File: src/rtl/checkout_flagger_seq.sv
// Clocked UPC discount/theft flagger: one item per handshake, saturating counters, latched alarm.
// Optional alarm auto-clear timer is enabled by defining CHECKOUT_ALARM_AUTOCLR_EN.
module checkout_flagger_seq #(
    parameter int                  UPC_W      = 3,
    parameter logic [2**UPC_W-1:0] DISC_MASK  = 'h26,
    parameter logic [2**UPC_W-1:0] EXP_MASK   = 'h89,
    parameter int                  CNT_W      = 8,
    parameter int                  ALARM_HOLD = 8
) (
    input  logic             clk,
    input  logic             reset_n,
    input  logic             scan_valid,
    output logic             scan_ready,
    input  logic [UPC_W-1:0] scan_upc,
    input  logic             scan_mark,
    input  logic             alarm_ack,
    output logic             discounted,
    output logic             stolen_alarm,
    output logic [UPC_W-1:0] last_upc,
    output logic             last_valid,
    output logic [CNT_W-1:0] item_count,
    output logic [CNT_W-1:0] stolen_count
);

    typedef enum logic [1:0] {S_IDLE, S_EVAL, S_ALARM} state_t;

    state_t             state_q, state_d;
    logic [UPC_W-1:0]   upc_q, upc_d;
    logic               mark_q, mark_d;
    logic               ready_q, ready_d;
    logic               disc_q, disc_d;
    logic               alarm_q, alarm_d;
    logic [UPC_W-1:0]   last_upc_q, last_upc_d;
    logic               last_valid_q, last_valid_d;
    logic [CNT_W-1:0]   item_cnt_q, item_cnt_d;
    logic [CNT_W-1:0]   stolen_cnt_q, stolen_cnt_d;
    logic               take;
    logic               is_stolen;
    logic               timer_expired;

    assign take      = scan_valid & ready_q;
    assign is_stolen = EXP_MASK[upc_q] & ~mark_q;

`ifdef CHECKOUT_ALARM_AUTOCLR_EN
    localparam int TMR_W = (ALARM_HOLD < 2) ? 1 : $clog2(ALARM_HOLD + 1);
    logic [TMR_W-1:0] timer_q;

    // Loaded while evaluating so it is full on the first ALARM cycle.
    always_ff @(posedge clk) begin
        if (!reset_n) begin
            timer_q <= '0;
        end else if (state_q == S_EVAL) begin
            timer_q <= TMR_W'(ALARM_HOLD);
        end else if (state_q == S_ALARM && timer_q != '0) begin
            timer_q <= timer_q - 1'b1;
        end
    end

    assign timer_expired = (state_q == S_ALARM) && (timer_q <= TMR_W'(1));
`else
    assign timer_expired = 1'b0;
`endif

    always_ff @(posedge clk) begin
        if (!reset_n) begin
            state_q <= S_IDLE;
        end else begin
            state_q <= state_d;
        end
    end

    always_comb begin
        state_d = state_q;
        case (state_q)
            S_IDLE:  if (take) state_d = S_EVAL;
            S_EVAL:  state_d = is_stolen ? S_ALARM : S_IDLE;
            S_ALARM: if (alarm_ack || timer_expired) state_d = S_IDLE;
            default: state_d = S_IDLE;
        endcase
    end

    always_comb begin
        upc_d        = upc_q;
        mark_d       = mark_q;
        disc_d       = disc_q;
        alarm_d      = alarm_q;
        last_upc_d   = last_upc_q;
        last_valid_d = last_valid_q;
        item_cnt_d   = item_cnt_q;
        stolen_cnt_d = stolen_cnt_q;
        ready_d      = (state_d == S_IDLE);
        if (state_q == S_IDLE && take) begin
            upc_d  = scan_upc;
            mark_d = scan_mark;
        end
        if (state_q == S_EVAL) begin
            disc_d       = DISC_MASK[upc_q];
            last_upc_d   = upc_q;
            last_valid_d = 1'b1;
            if (item_cnt_q != '1) item_cnt_d = item_cnt_q + 1'b1;
            if (is_stolen) begin
                alarm_d = 1'b1;
                if (stolen_cnt_q != '1) stolen_cnt_d = stolen_cnt_q + 1'b1;
            end
        end
        if (state_q == S_ALARM && state_d == S_IDLE) alarm_d = 1'b0;
    end

    always_ff @(posedge clk) begin
        if (!reset_n) begin
            upc_q        <= '0;
            mark_q       <= 1'b0;
            ready_q      <= 1'b1;
            disc_q       <= 1'b0;
            alarm_q      <= 1'b0;
            last_upc_q   <= '0;
            last_valid_q <= 1'b0;
            item_cnt_q   <= '0;
            stolen_cnt_q <= '0;
        end else begin
            upc_q        <= upc_d;
            mark_q       <= mark_d;
            ready_q      <= ready_d;
            disc_q       <= disc_d;
            alarm_q      <= alarm_d;
            last_upc_q   <= last_upc_d;
            last_valid_q <= last_valid_d;
            item_cnt_q   <= item_cnt_d;
            stolen_cnt_q <= stolen_cnt_d;
        end
    end

    assign scan_ready   = ready_q;
    assign discounted   = disc_q;
    assign stolen_alarm = alarm_q;
    assign last_upc     = last_upc_q;
    assign last_valid   = last_valid_q;
    assign item_count   = item_cnt_q;
    assign stolen_count = stolen_cnt_q;

endmodule

File: config.mk
export PLATFORM = sky130hd
export DESIGN_NAME = checkout_flagger_seq
export DESIGN_NICKNAME = d
export VERILOG_FILES = /design/src/rtl/checkout_flagger_seq.sv
export SDC_FILE = /design/constraint.sdc
export NUM_CORES = 1
export LEC_CHECK = 0
export BUFFER_PORTS_ARGS = -buffer_cell sky130_fd_sc_hd__buf_4
export CORE_AREA = 4 4 65 49
export DETAILED_ROUTE_END_ITERATION = 12
export DIE_AREA = 0 0 69 53
export PLACE_DENSITY = 0.76
export SYNTH_ARGS = -nofsm -noshare
export SYNTH_HDL_FRONTEND = slang
export SYNTH_SLANG_ARGS = --single-unit
export TNS_END_PERCENT = 10
File: constraint.sdc
create_clock -name clk -period 1.8 [get_ports clk]
set_input_delay 0.36 -clock clk [delete_from_list [all_inputs] [get_ports clk]]
set_output_delay 0.36 -clock clk [all_outputs]
set_load 0.02 [all_outputs]
==> summary.md <==
| Metric | Value |
|---|---|
| Simple-gate share of the synthesized area | `24.8%` |
| HP Class | `primary input to register` |
| Global placer's final weighted congestion | `0.809` |
| Post-Synthesis Cells | `141` |
| 1st-pass router iterations | `4` |
| CP startpoint kind | `register` |
| Post-cts resize count | `0` |
| CTS sink count | `30` |
| Kind of critical path | `register to register` |
| Worst slew margin | `74.6%` |
| Compound-gate portion of the synthesized area | `8.79%` |
| Routed wire length | `2.73 mm` |
| Clock Skew | `5.20 ps` |
| Tcrit/Tclk final | `88.4%` |
| CP Capture Type | `register` |
| Asr flop ratio synth | `0%` |
| WHS | `309 ps` |
| Hpwl dp | `2.07 mm` |
| Critical Path RT | `2000 ps` |
| Max FO, Critical Path | `6` |
| Clock transition at path regs | `60 ps` |
| All-Layer GR Usage | `17.2%` |
| Syn Nets | `153` |
| CTS Buffer Depth | `2` |
| Mean Syn Cell Area | `9.29 µm²` |
| GRT overflow | `0` |
| CTS tree | `done` |
| Layout cells sized above 1 | `26.0%` |
| PwrDens | `908 nW/µm²` |
| Maximum vdd drop | `0.000774 V` |
| RSZ-0062 raised after global routing | `false` |
| Die width | `69 µm` |
| Synthesized cell area | `1310 µm²` |
| Slew @ Worst Pin | `377 ps` |
| Total number of vias | `1,117` |
| Port Buffers | `30` |
| Tmin final | `1590 ps` |
| Yosys warning count | `0` |
| Post-synthesis sequential area ratio | `45.8%` |
| Die height | `53 µm` |
| WP data arrival | `1800 ps` |
| H-tree levels | `2` |
| WL/cell | `12.8 µm` |
| Initial cell density of the core | `49.6%` |
| Largest family of logic cells by synthesized area | `simple AND/OR/NAND/NOR gates` |
| Clk_lat worst skew | `280 ps` |
| Post-route DRC | `0` |
| Area delta synth->final | `28.4%` |
| Seq cells post-synth | `30` |
| Largest net degree at the start of global routing | `19` |
| Number of flops mapped to enable cells by yosys | `0` |
| # rows | `16` |
| Initial antenna violation count | `0` |
| Design area | `1680 µm²` |
| First-pass GRT wire length | `4.91 mm` |
| Mux cell area share after synthesis | `9.17%` |
| Number of max-cap violations | `0` |
| Number of global-route vias before repair | `1,142` |
| Post-Route Utilization | `63.6%` |
| DIE AREA | `3660 µm²` |
| Synth Area in Adders | `3.82%` |
| Post-CTS setup buffer count | `0` |
| IO Pins | `31` |
| Antenna Nets Post-Route | `0` |
| Fmax | `628 MHz` |
| DP Area | `1570 µm²` |
| Final setup vio count | `0` |
| Initial DRC count | `89` |
| Synth Area in XOR/XNOR | `4.01%` |
| Avg Vias per Cell | `5.24` |
| Status | `complete, no violations` |
| Hold violation total from the final report | `0` |
| Setup tns final | `0 ps` |
| Netlist cell types | `33` |
| Slew Limit Fails | `0` |
| P_leak | `0.717 nW` |
| Cts bufs inserted | `5` |
| Core ar. | `2640 µm²` |
| Nets | `188` |
| Top FF cell, synth | `dfxtp_1` |
| CTS Root Cell | `clkbuf_8` |
| Hold buffers post-CTS | `0` |
| N_diodes | `0` |
==> cells in the mapped netlist, types with 2 or more instances <==
cell type,count,share of area (%)
nand3_1,4,1.5
and2_1,2,0.95
o211ai_1,3,1.7
or4_1,2,1.1
nand2_1,6,1.7
o31ai_1,2,1.1
nand4_1,3,1.4
mux2i_1,12,9.2
a21oi_1,5,1.9
dfxtp_1,30,46
o21ai_0,5,1.9
and3_1,2,0.95
nor2_1,29,8.3
inv_1,5,1.4
xor2_1,5,3.3
clkbuf_1,2,0.57
and4bb_2,3,2.9
nand2b_1,3,1.4
ha_1,4,3.8
==> path summary, 6_finish.rpt <==
kind | start | to | slack, ps | cells after the start
worst min-delay path | alarm_ack | stolen_alarm | 310 | 2
worst max register to register | state_q[1] | register | 210 | 5
worst min register to register | last_valid | last_valid | 470 | 2
worst max-delay path | state_q[1] | register | 210 | 5
==> cell type report <==
class	count	area [µm²]
inverters	6	22.5
flip-flops and latches	30	601
well taps	36	45.0
repair buffers	32	240
fillers	242	961
multi-input cells	101	663
clock buffers	8	110
==> flip-flops by register name (all words and copies together) (netlist names), named ones only <==
| signal | count |
|---|---|
| item_count | 8 |
| stolen_count | 8 |
| last_upc | 3 |
| upc_q | 3 |
| state_q | 2 |
| discounted | 1 |
| last_valid | 1 |
| mark_q | 1 |
| scan_ready | 1 |
| stolen_alarm | 1 |
==> layout by cell type (no fill, tap or decap), drive strengths merged <==
| cell | instances |
|---|---|
| nor2b | 1 |
| nand2b | 3 |
| and4bb | 3 |
| nand3b | 1 |
| nand2 | 6 |
| ha | 4 |
| nor3 | 1 |
| a211oi | 1 |
| buf | 32 |
| xnor2 | 1 |
| or4 | 2 |
| dfxtp | 30 |
| inv | 5 |
| a31oi | 1 |
| nand3 | 4 |
| clkinv | 1 |
| xor2 | 5 |
| and3 | 2 |
| a21oi | 5 |
| clkbuf | 8 |
| and3b | 1 |
| nor2 | 29 |
| and2 | 2 |
| o21ai | 6 |
| a311oi | 1 |
| mux2i | 12 |
| o211ai | 3 |
| nand4 | 4 |
| or3 | 1 |
| o31ai | 2 |
==> layer usage <==
metal,routed length (µm),part of all wire [%],track usage [%],vias to the layer above
li1,-,-,-,564
met1,1260,46,20.2,520
met2,1230,45,27.7,31
met3,211,7.7,8.16,2
met4,23,0.84,6.17,0
met5,0,0,0,-
==> kinds of logic after synthesis <==
| kind of cell | count (synthesis) |
|---|---|
| multiplexers | 12 |
| adder cells (fa/ha/maj) | 4 |
| AND/OR/NAND/NOR | 60 |
| buffers and inverters | 10 |
| XOR/XNOR | 6 |
| flip-flops | 30 |
| AO/OA/AOI/OAI | 19 |
==> stage by stage <==
stage	total power (W)	setup WS, ps	instances
6_report	0.00153	209	213
2_1_floorplan	0.000851	264	141
3_3_place_gp	0.000906	291	205
4_1_cts	0.00154	200	213
5_1_grt	0.00160	45.8	213
3_5_place_dp	0.000914	190	205
==> worst max-delay path, cell delays in order (launching register included) <==
cell	delay, ps
dfxtp_1	350
and4bb_2	410
mux2i_1	250
nor2_1	70
ha_1	290
mux2i_1	150
==> report_power, final <==
part	switching [W]	internal, W	leakage [nW]	total, W
Sequential	0.0000250	0.000698	0.244	0.000723
Combinational	0.0000961	0.0000792	0.416	0.000175
Clock	0.000242	0.000385	0.0575	0.000628
Total	0.000364	0.00116	0.717	0.00153
(Power assumes the default switching activity.)
